[src/rtl/pcq_pm_pkg.sv]
// Shared definitions for the power-management thold/flush sequencer:
// state encodings and default delay/counter sizes.
package pcq_pm_pkg;

   localparam int STATE_W        = 3;
   localparam int DEF_RAISE_DLY  = 8;
   localparam int DEF_LOWER_DLY  = 8;
   localparam int DEF_DLY_WIDTH  = 4;
   localparam int DEF_SCNT_WIDTH = 16;

   typedef enum logic [STATE_W-1:0] {
      IDLE  = 3'b000,
      RAISE = 3'b001,
      SLEEP = 3'b010,
      WAKE  = 3'b011
   } pm_state_e;

endpackage

[src/rtl/pcq_pm_dly_cnt.sv]
// Loadable down-counter that parks at zero; times the RAISE and WAKE phases.
module pcq_pm_dly_cnt #(
   parameter int DLY_WIDTH = 4
) (
   input  logic                 nclk,
   input  logic                 nrst,
   input  logic                 load,
   input  logic [DLY_WIDTH-1:0] load_val,
   output logic                 zero
);

   logic [DLY_WIDTH-1:0] cnt;

   // NOTE: sequential state uses non-blocking assignments so every flop samples pre-edge values.
   always_ff @(posedge nclk or negedge nrst) begin
      if (!nrst) begin
         cnt <= '0;
      end else if (load) begin
         cnt <= load_val;
      end else if (cnt != '0) begin
         cnt <= cnt - DLY_WIDTH'(1);
      end
   end

   assign zero = (cnt == '0);

endmodule

[src/rtl/pcq_clks_pm_seq.sv]
// Power-management sequencer: turns a level sleep request into an ordered
// raise-tholds / disable-ccflush / ack sequence, reversed on wake.
module pcq_clks_pm_seq
   import pcq_pm_pkg::*;
#(
   parameter int RAISE_DLY  = DEF_RAISE_DLY,
   parameter int LOWER_DLY  = DEF_LOWER_DLY,
   parameter int DLY_WIDTH  = DEF_DLY_WIDTH,
   parameter int SCNT_WIDTH = DEF_SCNT_WIDTH
) (
   input  logic                  nclk,
   input  logic                  nrst,
   input  logic                  pm_sleep_req,
   input  logic                  ccenable_dc,
   input  logic                  lbist_en_dc,
   input  logic                  gsd_test_enable_dc,
   output logic                  ct_ck_pm_raise_tholds,
   output logic                  ct_ck_pm_ccflush_disable,
   output logic                  pm_sleep_ack,
   output logic                  pm_wake_done,
   output logic [STATE_W-1:0]    pm_seq_state,
   output logic [SCNT_WIDTH-1:0] pm_sleep_cnt
);

   localparam logic [DLY_WIDTH-1:0] RAISE_LD = DLY_WIDTH'(RAISE_DLY - 1);
   localparam logic [DLY_WIDTH-1:0] LOWER_LD = DLY_WIDTH'(LOWER_DLY - 1);

   pm_state_e            state, state_nxt;
   logic                 force_idle;
   logic                 dly_load;
   logic [DLY_WIDTH-1:0] dly_load_val;
   logic                 dly_zero;
   logic                 cnt_clr;
   logic                 done_nxt;

   assign force_idle = lbist_en_dc | gsd_test_enable_dc | ~ccenable_dc;

   pcq_pm_dly_cnt #(
      .DLY_WIDTH (DLY_WIDTH)
   ) u_dly_cnt (
      .nclk     (nclk),
      .nrst     (nrst),
      .load     (dly_load),
      .load_val (dly_load_val),
      .zero     (dly_zero)
   );

   always_comb begin
      // NOTE: every always_comb output gets a default first so no path can infer a latch.
      state_nxt    = state;
      dly_load     = 1'b0;
      dly_load_val = RAISE_LD;
      cnt_clr      = 1'b0;
      done_nxt     = 1'b0;
      if (force_idle) begin
         state_nxt = IDLE;
      end else begin
         unique case (state)
            IDLE: if (pm_sleep_req) begin
               state_nxt = RAISE;
               dly_load  = 1'b1;
               cnt_clr   = 1'b1;
            end
            // An abort outranks delay expiry: tholds stay up through a full WAKE.
            RAISE: if (!pm_sleep_req) begin
               state_nxt    = WAKE;
               dly_load     = 1'b1;
               dly_load_val = LOWER_LD;
            end else if (dly_zero) begin
               state_nxt = SLEEP;
            end
            SLEEP: if (!pm_sleep_req) begin
               state_nxt    = WAKE;
               dly_load     = 1'b1;
               dly_load_val = LOWER_LD;
            end
            WAKE: if (dly_zero) begin
               state_nxt = IDLE;
               done_nxt  = 1'b1;
            end
            default: state_nxt = IDLE;
         endcase
      end
   end

   // Outputs are registered from the next state so they line up with pm_seq_state.
   always_ff @(posedge nclk or negedge nrst) begin
      if (!nrst) begin
         state                    <= IDLE;
         ct_ck_pm_raise_tholds    <= 1'b0;
         ct_ck_pm_ccflush_disable <= 1'b0;
         pm_sleep_ack             <= 1'b0;
         pm_wake_done             <= 1'b0;
         pm_sleep_cnt             <= '0;
      end else begin
         state                    <= state_nxt;
         ct_ck_pm_raise_tholds    <= (state_nxt != IDLE);
         ct_ck_pm_ccflush_disable <= (state_nxt == SLEEP);
         pm_sleep_ack             <= (state_nxt == SLEEP);
         pm_wake_done             <= done_nxt;
         if (cnt_clr) begin
            pm_sleep_cnt <= '0;
         end else if (!force_idle && state == SLEEP && !(&pm_sleep_cnt)) begin
            pm_sleep_cnt <= pm_sleep_cnt + SCNT_WIDTH'(1);
         end
      end
   end

   assign pm_seq_state = state;

endmodule

[config.mk]
export PLATFORM = sky130hd
export DESIGN_NAME = pcq_clks_pm_seq
export DESIGN_NICKNAME = d
export VERILOG_FILES = /design/src/rtl/pcq_pm_pkg.sv /design/src/rtl/pcq_pm_dly_cnt.sv /design/src/rtl/pcq_clks_pm_seq.sv
export SDC_FILE = /design/constraint.sdc
export NUM_CORES = 1
export LEC_CHECK = 0
export CAP_MARGIN = 20
export CELL_PAD_IN_SITES_DETAIL_PLACEMENT = 0
export CELL_PAD_IN_SITES_GLOBAL_PLACEMENT = 2
export CORE_MARGIN = 2
export CORE_UTILIZATION = 33
export DETAILED_ROUTE_END_ITERATION = 10
export PLACE_DENSITY = 0.8
export SLEW_MARGIN = 0
export SYNTH_ARGS = -nofsm -noshare
export SYNTH_HDL_FRONTEND = slang
export SYNTH_SLANG_ARGS = --single-unit
[constraint.sdc]
create_clock -name nclk -period 4.4 [get_ports nclk]
set_input_delay 0.44 -clock nclk [delete_from_list [all_inputs] [get_ports nclk]]
set_output_delay 0.44 -clock nclk [all_outputs]
set_load 0.005 [all_outputs]
==> flow_summary.yaml <==
yosys:
  yosysTopAreaCell: "dfrtp_1"
  synth_warnings: 0
  ys_top_cells_by_area: "dfrtp_1 (46%), xnor2_1 (4.9%), nor2_1 (4.2%)"
  ys_seq_area_share_pct: 45.9
  ys_ff_latch: 26
  synth-main-ff-cell: "dfrtp_1"
  synth_edf_count: 0
  synth_cells: 147
  synth.distinct_cells: 43
  synthArstFlopShare_pct: 100
  syn-num-nets: 155
  netlist_area_sq_mm: 0.00142
  syn_avg_cell_area_sq_um: 9.65
  synth.top_cell.area_share_pct: 45.9
die:
  die_area_sq_mm: 0.00484
  initial_core_util_pct: 35.0
  die_w_um: 69.6
  ioPinCount: 29
  die_h_um: 69.6
  fp-row-count: 23
  core_sq_mm: 0.00406
final_layout:
  drive_above_1_share_pct: 8.52
  multi_input_area_sq_um: 719
  diodes: 0
  fin_area_sq_mm: 0.00180
  filler_cell_count: 388
  seq_area_sq_um: 651
  nNetsFinal: 185
  final_cells: 226
  area_growth_pct: 27.0
  final_cell_mix: "clkdlybuf4s50_1 (28), dfrtp_1 (26), nor2_1 (16)"
  final_common_cell: "clkdlybuf4s50_1"
timing:
  period_share_pct: 46.9
  finalHoldViolCount: 0
  worst_pin_slew_ns: 0.619
  tns_ns: 0
  period_minus_slack_ns: 2.06
  grt_setup_unrepaired: "no"
  fmax_mhz: 485
  finalSetupViolCount: 0
  worst_clock_skew_ns: 0.00787
  report.final.slew_viol_count: 0
  relSlewSlack_pct: 58.3
  holdWs_ns: 0.502
cts:
  clk_pin_slew_worst_paths_ns: 0.09
  cts.repair.resized: 0
  clock-root-buffer: "clkbuf_8"
  h-tree-depth: 1
  cts_tree: "yes"
  cts.sinks: 26
  cts_buffers: 3
  clk_latency_ns: 0.27
  clock_path_buffers: 2
  postCtsSetupRepairBufs: 0
  ctsHoldBuffers: 0
place:
  dpl.hpwl_um: 2340
  dp_cells: 222
  gp_congestion: 0.770
  placed_cell_area_sq_mm: 0.00175
  portBuffers: 28
drt:
  first_pass_iters: 6
  num_vias: 1150
  post_drt_wl_per_cell_um: 13.6
  wl_um: 3080
  viasPerCell: 5.09
  drc: 0
  drtIter0Drc: 45
  ant_nets: 0
setup_path:
  crit_chain: "clkdlybuf4s50_1 -> or4b_4 -> nand4bb_4 -> or3_1 -> a21oi_1"
  start_kind: "input port"
  reg2reg_depth: 6
  crit_required_ns: 4.60
  crit_buf_inv: 1
  max_stage_delay_ns: 0.63
  end_kind: "flop"
  path_depth: 5
  arrival_ns: 2.26
  crit_family: "simple AND/OR/NAND/NOR gates"
  cp_max_fo: 11
  slowest_stage: "or4b_4"
  criticalPathCategory: "in -> reg"
global_routing:
  track_usage_pct: 14.0
  grt_pass1_wl_um: 5460
  antenna_found_initial: 0
  grt_most_used_layer: "met2"
  use_met2_pct: 22.6
  grt_pass1_vias: 1135
  grt_util_met1_pct: 18.9
  overflow: 0
  met3_usage_pct: 3.78
  grt_max_degree: 27
outcome:
  status: "finished, final reports clean"
hold_path:
  hold_path_depth: 2
  hold_class: "reg -> reg"
job:
  maxCapViolCount: 0
pwr:
  irDropWorstVdd_mv: 0.178
  p_leak_uw: 0.000752
  pwr_density_cell_mw_per_mm2: 296
==> final timing paths <==
check	startpoint	end	slack (ns)
setup / recovery	gsd_test_enable_dc	pm_sleep_cnt[9]	2.34
hold / removal	u_dly_cnt.cnt[1]	u_dly_cnt.cnt[1]	0.50
setup reg to reg	pm_sleep_cnt[0]	pm_sleep_cnt[15]	2.55
hold reg to reg	u_dly_cnt.cnt[1]	u_dly_cnt.cnt[1]	0.50
max in group asynchronous	nrst	pm_sleep_cnt[6]	3.60
min in group asynchronous	nrst	u_dly_cnt.cnt[1]	0.53
==> worst reg2reg max path: stages, from the launching register on <==
cell and delay (ns):
dfrtp_1 0.41, ha_1 0.23, nand2_1 0.13, nor4_1 0.50
and4bb_1 0.30, xnor2_1 0.13, nor2_1 0.05
==> Yosys cell counts (all sizes together) (2+ instances only) <==
master   n
nand2   15
nor4     3
a21oi    7
nand4    4
nand3    8
and3     4
nor2    17
xor2     3
or3      2
mux2i    2
o221ai   2
clkbuf   3
buf      2
o21ai    5
xnor2    8
and2     2
nor3     5
nand2b   3
inv      5
a21boi   3
dfrtp   26
ha       2
==> area by class of cell <==
type	instances	area share, %
clock buffer	4	3.06
inverter	5	1.04
multi-input combinational	111	39.9
sequential	26	36.1
tap	50	3.47
timing repair buffer	30	16.4
==> power by group <==
group	total (uW)	switching [uW]	internal, uW
logic	101	53.1	48.3
clock network	156	76.4	80.0
registers	276	15.1	261
==> cell families (layout without fill, tap and decap cells) <==
| group | Yosys count | in the layout | synth area share [%] |
|---|---|---|---|
| muxes | 2 | 2 | 1.41 |
| buffers and inverters | 10 | 39 | 3.44 |
| other | 1 | 1 | 0.264 |
| adders and majority gates | 2 | 2 | 1.76 |
| and+or+nand+nor | 72 | 72 | 29.5 |
| xor gates and xnor gates | 11 | 11 | 6.79 |
| AOI/OAI and AO/OA | 23 | 23 | 10.9 |
| DFF | 26 | 26 | 45.9 |
==> routing by layer <==
metal  vias to the layer above  part of all wire (%)
met5                         -                     0
met4                         0                  0.55
met3                         2                   4.5
met2                        24                    46
met1                       537                    49
li1                        587                     -
==> flip-flops by register name, indices dropped and copies added (netlist names) <==
register,cells
ct_ck_pm_raise_tholds,1
pm_seq_state,3
pm_sleep_ack,1
pm_sleep_cnt,16
pm_wake_done,1
u_dly_cnt.cnt,4
==> through the flow <==
stage	setup WS (ns)	total power, uW	utilization (%)
after floorplan	2.57	350	-
after global placement	1.95	381	43.0
after detailed placement	2.00	384	43.0
after CTS	2.30	545	44.4
after global routing	2.07	573	44.4
final	2.34	534	44.4
No activity file was read; power rests on OpenSTA's default activity.
